[config.mk]
export PLATFORM = sky130hd
export DESIGN_NAME = id_ex_stage
export DESIGN_NICKNAME = d
export VERILOG_FILES = /design/src/rtl/id_ex_stage_pkg.sv /design/src/rtl/id_ex_stage_hazard_detect.sv /design/src/rtl/id_ex_stage.sv
export SDC_FILE = /design/constraint.sdc
export NUM_CORES = 1
export LEC_CHECK = 0
export BUFFER_PORTS_ARGS = -buffer_cell sky130_fd_sc_hd__buf_2
export CELL_PAD_IN_SITES_DETAIL_PLACEMENT = 1
export CELL_PAD_IN_SITES_GLOBAL_PLACEMENT = 1
export CORE_MARGIN = 2
export CORE_UTILIZATION = 27
export CTS_CLUSTER_SIZE = 30
export DETAILED_ROUTE_END_ITERATION = 10
export GPL_TIMING_DRIVEN = 1
export PLACE_DENSITY_LB_ADDON = 0.1
export SYNTH_ARGS = -nofsm -noshare
export SYNTH_HDL_FRONTEND = slang
export SYNTH_SLANG_ARGS = --single-unit
[constraint.sdc]
create_clock -name clk -period 1.65 [get_ports clk]
set_input_delay 0 -clock clk [delete_from_list [all_inputs] [get_ports clk]]
set_output_delay 0 -clock clk [all_outputs]
set_load 0.005 [all_outputs]
[src/rtl/id_ex_stage_pkg.sv]
// Shared ID/EX definitions: default widths, control-bundle bit positions, ALU op codes.
// Control bundle layout, MSB first: {regWrite, memRead, memWrite, memToReg, aluSrc, regDst, aluOp[3:0]}.
package id_ex_stage_pkg;

  localparam int DEF_DATA_W = 32;
  localparam int DEF_REG_AW = 5;
  localparam int DEF_CTRL_W = 10;

  localparam int CTRL_REGWRITE = 9;
  localparam int CTRL_MEMREAD  = 8;
  localparam int CTRL_MEMWRITE = 7;
  localparam int CTRL_MEMTOREG = 6;
  localparam int CTRL_ALUSRC   = 5;
  localparam int CTRL_REGDST   = 4;
  localparam int CTRL_ALUOP_LSB = 0;

  typedef enum logic [3:0] {
    ALU_ADD = 4'd0,
    ALU_SUB = 4'd1,
    ALU_AND = 4'd2,
    ALU_OR  = 4'd3,
    ALU_XOR = 4'd4,
    ALU_SLT = 4'd5,
    ALU_SLL = 4'd6,
    ALU_SRL = 4'd7
  } alu_op_e;

endpackage

[src/rtl/id_ex_stage_hazard_detect.sv]
// Load-use hazard compare: a load in EX whose destination is a source of the instruction in ID.
module hazard_detect
  import id_ex_stage_pkg::*;
#(
  parameter int REG_AW = DEF_REG_AW
) (
  input  logic              id_valid,
  input  logic [REG_AW-1:0] id_rs,
  input  logic [REG_AW-1:0] id_rt,
  input  logic              ex_valid,
  input  logic              ex_mem_read,
  input  logic [REG_AW-1:0] ex_rt,
  output logic              load_use_stall
);

  // $0 never carries a loaded value, so a load targeting it can never be a real dependency.
  assign load_use_stall = id_valid && ex_valid && ex_mem_read && (ex_rt != '0)
                          && ((ex_rt == id_rs) || (ex_rt == id_rt));

endmodule

[src/rtl/id_ex_stage.sv]
// ID/EX pipeline register with load-use stall detection, bubble insertion and $0 forcing.
// Optional macro WB_BYPASS_EN: forward the same-cycle WB write into the captured operands.
module id_ex_stage
  import id_ex_stage_pkg::*;
#(
  parameter int DATA_W = DEF_DATA_W,
  parameter int REG_AW = DEF_REG_AW,
  parameter int CTRL_W = DEF_CTRL_W
) (
  input  logic              clk,
  input  logic              reset,
  input  logic              id_valid,
  input  logic [REG_AW-1:0] id_rs,
  input  logic [REG_AW-1:0] id_rt,
  input  logic [REG_AW-1:0] id_rd,
  input  logic [DATA_W-1:0] id_rs_data,
  input  logic [DATA_W-1:0] id_rt_data,
  input  logic [DATA_W-1:0] id_imm,
  input  logic [CTRL_W-1:0] id_ctrl,
  input  logic              flush,
  input  logic              wb_reg_write,
  input  logic [REG_AW-1:0] wb_write_register,
  input  logic [DATA_W-1:0] wb_write_data,
  output logic              load_use_stall,
  output logic              ex_valid,
  output logic [REG_AW-1:0] ex_rs,
  output logic [REG_AW-1:0] ex_rt,
  output logic [REG_AW-1:0] ex_rd,
  output logic [DATA_W-1:0] ex_rs_data,
  output logic [DATA_W-1:0] ex_rt_data,
  output logic [DATA_W-1:0] ex_imm,
  output logic [CTRL_W-1:0] ex_ctrl
);

  logic              ex_valid_q,   ex_valid_d;
  logic [REG_AW-1:0] ex_rs_q,      ex_rs_d;
  logic [REG_AW-1:0] ex_rt_q,      ex_rt_d;
  logic [REG_AW-1:0] ex_rd_q,      ex_rd_d;
  logic [DATA_W-1:0] ex_rs_data_q, ex_rs_data_d;
  logic [DATA_W-1:0] ex_rt_data_q, ex_rt_data_d;
  logic [DATA_W-1:0] ex_imm_q,     ex_imm_d;
  logic [CTRL_W-1:0] ex_ctrl_q,    ex_ctrl_d;

  logic [DATA_W-1:0] rs_data_sel;
  logic [DATA_W-1:0] rt_data_sel;
  logic              capture;

  hazard_detect #(.REG_AW(REG_AW)) u_hazard_detect (
    .id_valid       (id_valid),
    .id_rs          (id_rs),
    .id_rt          (id_rt),
    .ex_valid       (ex_valid_q),
    .ex_mem_read    (ex_ctrl_q[CTRL_MEMREAD]),
    .ex_rt          (ex_rt_q),
    .load_use_stall (load_use_stall)
  );

  // NOTE: every signal assigned in always_comb gets a default first so no path leaves it
  // unassigned, which is what would otherwise infer a latch.
  always_comb begin
    rs_data_sel = id_rs_data;
    rt_data_sel = id_rt_data;
`ifdef WB_BYPASS_EN
    if (wb_reg_write && (wb_write_register != '0) && (wb_write_register == id_rs))
      rs_data_sel = wb_write_data;
    if (wb_reg_write && (wb_write_register != '0) && (wb_write_register == id_rt))
      rt_data_sel = wb_write_data;
`endif
    // $0 wins over both the register file and any WB forwarding.
    if (id_rs == '0) rs_data_sel = '0;
    if (id_rt == '0) rt_data_sel = '0;
  end

`ifndef WB_BYPASS_EN
  logic unused_wb;
  assign unused_wb = ^{wb_reg_write, wb_write_register, wb_write_data};
`endif

  // A stalled or squashed slot becomes an all-zero bubble; the held IF/ID replays it later.
  assign capture = id_valid && !flush && !load_use_stall;

  always_comb begin
    ex_valid_d   = 1'b0;
    ex_rs_d      = '0;
    ex_rt_d      = '0;
    ex_rd_d      = '0;
    ex_rs_data_d = '0;
    ex_rt_data_d = '0;
    ex_imm_d     = '0;
    ex_ctrl_d    = '0;
    if (capture) begin
      ex_valid_d   = 1'b1;
      ex_rs_d      = id_rs;
      ex_rt_d      = id_rt;
      ex_rd_d      = id_rd;
      ex_rs_data_d = rs_data_sel;
      ex_rt_data_d = rt_data_sel;
      ex_imm_d     = id_imm;
      ex_ctrl_d    = id_ctrl;
    end
  end

  // NOTE: sequential state uses non-blocking assignments so every flop samples pre-edge values.
  always_ff @(posedge clk) begin
    if (reset) begin
      ex_valid_q   <= 1'b0;
      ex_rs_q      <= '0;
      ex_rt_q      <= '0;
      ex_rd_q      <= '0;
      ex_rs_data_q <= '0;
      ex_rt_data_q <= '0;
      ex_imm_q     <= '0;
      ex_ctrl_q    <= '0;
    end else begin
      ex_valid_q   <= ex_valid_d;
      ex_rs_q      <= ex_rs_d;
      ex_rt_q      <= ex_rt_d;
      ex_rd_q      <= ex_rd_d;
      ex_rs_data_q <= ex_rs_data_d;
      ex_rt_data_q <= ex_rt_data_d;
      ex_imm_q     <= ex_imm_d;
      ex_ctrl_q    <= ex_ctrl_d;
    end
  end

  assign ex_valid   = ex_valid_q;
  assign ex_rs      = ex_rs_q;
  assign ex_rt      = ex_rt_q;
  assign ex_rd      = ex_rd_q;
  assign ex_rs_data = ex_rs_data_q;
  assign ex_rt_data = ex_rt_data_q;
  assign ex_imm     = ex_imm_q;
  assign ex_ctrl    = ex_ctrl_q;

endmodule
==> out/summary.log <==
[outcome] status finished with violations
[outcome] violations in the final reports negative setup slack
[final_layout] post-layout instance area 7330 um2
[synthesis] Cell variety after synth 18
[final_layout] antenna cell count 0
[placement] number of I/O port buffers 247
[synthesis] library cell with the highest instance count after synthesis dfxtp_1
[placement] cell area reported after detailed placement 5400 um2
[drt] number of detailed-route iterations in the first pass 4
[sta] Setup violations, final 122
[global_routing] global-route wire length before repair 19500 um
[drt] via total after detailed routing 3495
[clock_network] H-Tree Depth 4
[synthesis] synthesis-stage register bit count 122
[clock_network] Post CTS Setup Buffer Count 0
[setup_path] endpoint class of the critical path register
[final_layout] nets@finish 830
[synthesis] warnings from Yosys 0
[floorplanning] die outline area 15700 um2
[setup_path] worst setup path class register to register
[setup_path] Setup crit start kind register
[pwr] Static Leakage 0.00351 uW
[setup_path] family with the most delay on the worst path simple AND/OR/NAND/NOR gates
[floorplanning] number of rows in the core area 44
[clock_network] clock latency of the later-clocked register in the worst-skew pair 0.41 ns
[final_layout] utilization after layout 50.6%
[synthesis] Synth async-reset ratio 0%
[sta] Worst slew margin 71.2%
[min_path] HP Class primary input to register
[global_routing] Overflow after GRT 0
[drt] DRC violations left 0
[setup_path] cells traversed along the worst timing path or4_4 -> o2111ai_4 -> o21ai_4 -> inv_4 -> buf_12 -> and2_1
[clock_network] CTS tree done
[synthesis] commonest cells in the netlist dfxtp_1 (122), nor3b_2 (60), and2_1 (57)
[placement] HPWL reported at the end of detailed placement 8110 um
[synthesis] post-synthesis instance total 288
[global_routing] vias in the first global route 3864
[synthesis] synthesized area per cell 13.8 um2
[drt] number of design-rule violations left by the first detailed-router iteration 47
[sta] crit share post-route 107%
[sta] transition time at the pin with the least slew margin 0.431 ns
[sta] max frequency 0.566 GHz
[clock_network] CTS clock-pin slew for the worst setup and hold paths 0.05 ns
[pwr] Pwr Density 1000 nW/um2
[synthesis] predominant post-synthesis flop cell dfxtp_1
[global_routing] overall fraction of global-route tracks in use 15.8%
[final_layout] layout cells sized above 1 56.4%
[floorplanning] die extent in x 125 um
[floorplanning] placeable core region 14500 um2
[global_routing] number of antenna violations at the first check in global routing 0
[floorplanning] initial standard-cell utilization of the core 27.5%
[floorplanning] DIE HEIGHT 125 um
[setup_path] slowest CP cell or4_4
[setup_path] delay of the slowest critical-path stage 0.54 ns
[sta] Final Hold Fails 0
[floorplanning] Top Ports 286
[synthesis] post-synthesis net count 451
[pwr] VDD IR max 0.606 mV
[drt] wire length reported by the detailed router 12300 um
[clock_network] Root Buffer Master clkbuf_16
[clock_network] number of buffers created by CTS 17
[setup_path] count of buffer and inverter cells on the critical path 2
[synthesis] Synth area leader dfxtp_1
[drt] average vias per placed instance 4.05
[sta] setup repair after global routing missed its margin yes
[synthesis] proportion of synthesized chip area in sequential cells 61.4%
[placement] final weighted congestion in routability-driven placement 0.718
[clock_network] maximum clock path buffer count 2
[synthesis] dominant cells by area after synthesis dfxtp_1 (61%), nor3b_2 (19%), and2_1 (9.0%)
[clock_network] TritonCTS Sinks 122
[sta] worst clock skew 0.00547 ns
[drt] wire per inst 14.3 um
[setup_path] Crit path required time 2.00 ns
[final_layout] post-synthesis to final-layout area growth 84.3%
[sta] minimum clock period 1.77 ns
[sta] Max Transition Viols Final 0
[sta] final worst setup slack -0.116 ns
[global_routing] pin count of the biggest net entering global routing 38
[synthesis] post-synth design cell area 3980 um2
[flow_run] max-cap violations 0
[synthesis] EDFF count, synth 0
[setup_path] Arrival @ worst endpoint 2.11 ns
[setup_path] Worst Path Max Fanout 32
[drt] remaining antenna violation count after routing 0
[synthesis] share of the synthesized area in the top cell type 61.4%
-- per-stage QoR --
stage / setup TNS [ns] / std cells / hold slack (ns) / setup WS (ns) / total power, uW
2_1_floorplan: -0.0852 / 288 / 0.103 / -0.00142 / 3300
3_3_place_gp: -7.24 / 710 / 0.199 / -0.0979 / 3540
3_5_place_dp: -16.93 / 710 / 0.204 / -0.211 / 3550
4_1_cts: -10.52 / 862 / 0.139 / -0.139 / 7440
5_1_grt: -19.50 / 863 / 0.197 / -0.199 / 7690
6_report: -8.68 / 863 / 0.187 / -0.116 / 7350
-- worst register-to-register path, cell delays in order, from the launching register on --
cell and delay, ns:
dfxtp_2 0.34, or4_4 0.54, o2111ai_4 0.23, o21ai_4 0.14, inv_4 0.14, buf_12 0.16, and2_1 0.16
-- metal layers --
metal / vias to the layer above / track usage, % / routed length (um)
li1: 1698 / - / -
met1: 1610 / 16.5 / 4770
met2: 163 / 27.6 / 6180
met3: 24 / 6.68 / 1080
met4: 0 / 6.86 / 270
met5: - / 0 / 0
-- cell type report --
class,instances,area [um2]
Clock buffer,23,488
Clock inverter,8,92.6
Fill cell,1548,7150
Inverter,1,6.26
Multi-Input combinational cell,145,1440
Sequential cell,122,2450
Tap cell,184,230
Timing Repair Buffer,380,2630
-- report_power, final --
part | internal (uW) | switching (uW) | leakage [uW] | total, uW
registers | 3030 | 24.0 | 0.000994 | 3050
logic | 458 | 231 | 0.00222 | 689
clock network | 2360 | 1250 | 0.000289 | 3610
total | 5850 | 1500 | 0.00351 | 7350
-- flip-flops by register name (all words and copies together), names as in the netlist --
signal	cells
ex_imm	32
ex_rs_data	32
ex_rt_data	32
ex_ctrl	10
ex_rd	5
ex_rs	5
ex_rt	5
ex_valid	1
-- repair_timing --
item / CTS / global route
cloned: 0 / 1
endpoints found under the hold margin: 121 / 0
hold buffers: 121 / 0
pin swaps: 1 / 2
gates resized for setup: 8 / 25
endpoints found under the setup margin: 123 / 123
-- final timing paths --
kind / startpoint / end / slack, ns / depth (start not counted)
worst max-delay path: ex_rt[0] / ex_imm[12] / -0.12 / 6
worst min-delay path: flush / ex_valid / 0.19 / 5
worst max register to register: ex_rt[0] / ex_imm[12] / -0.12 / 6
worst min register to register: ex_ctrl[8] / ex_valid / 0.87 / 4
-- logic make-up (layout without fill, tap and decap cells) --
kind of cell | Yosys count | after routing | share of synthesized area (%)
and+or+nand+nor | 132 | 132 | 30.2
DFF | 122 | 122 | 61.4
buffers and inverters | 21 | 412 | 5.41
xor gates and xnor gates | 10 | 10 | 2.20
AOI/OAI and AO/OA | 3 | 3 | 0.787
-- cells in the final DEF (no fill, tap or decap) --
cell           instances
buf_2                247
dlygate4sd3_1        121
dfxtp_1              119
nor3b_2               64
and2_1                39
and2_4                18
clkbuf_16             18
xor2_1                10
clkinv_2               5
buf_12                 5
clkbuf_8               4
buf_4                  4
dfxtp_2                3
nor3_2                 2
nor2_1                 2
or4_1                  2
nor2_4                 2
bufinv_16              2
clkbuf_1               2
nor2_2                 1
a22oi_2                1
or4_4                  1
o2111ai_4              1
nor3b_1                1
o21ai_4                1
inv_4                  1
clkinvlp_4             1
buf_6                  1
buf_8                  1
Note: power is estimated with default switching activity, not from simulation.
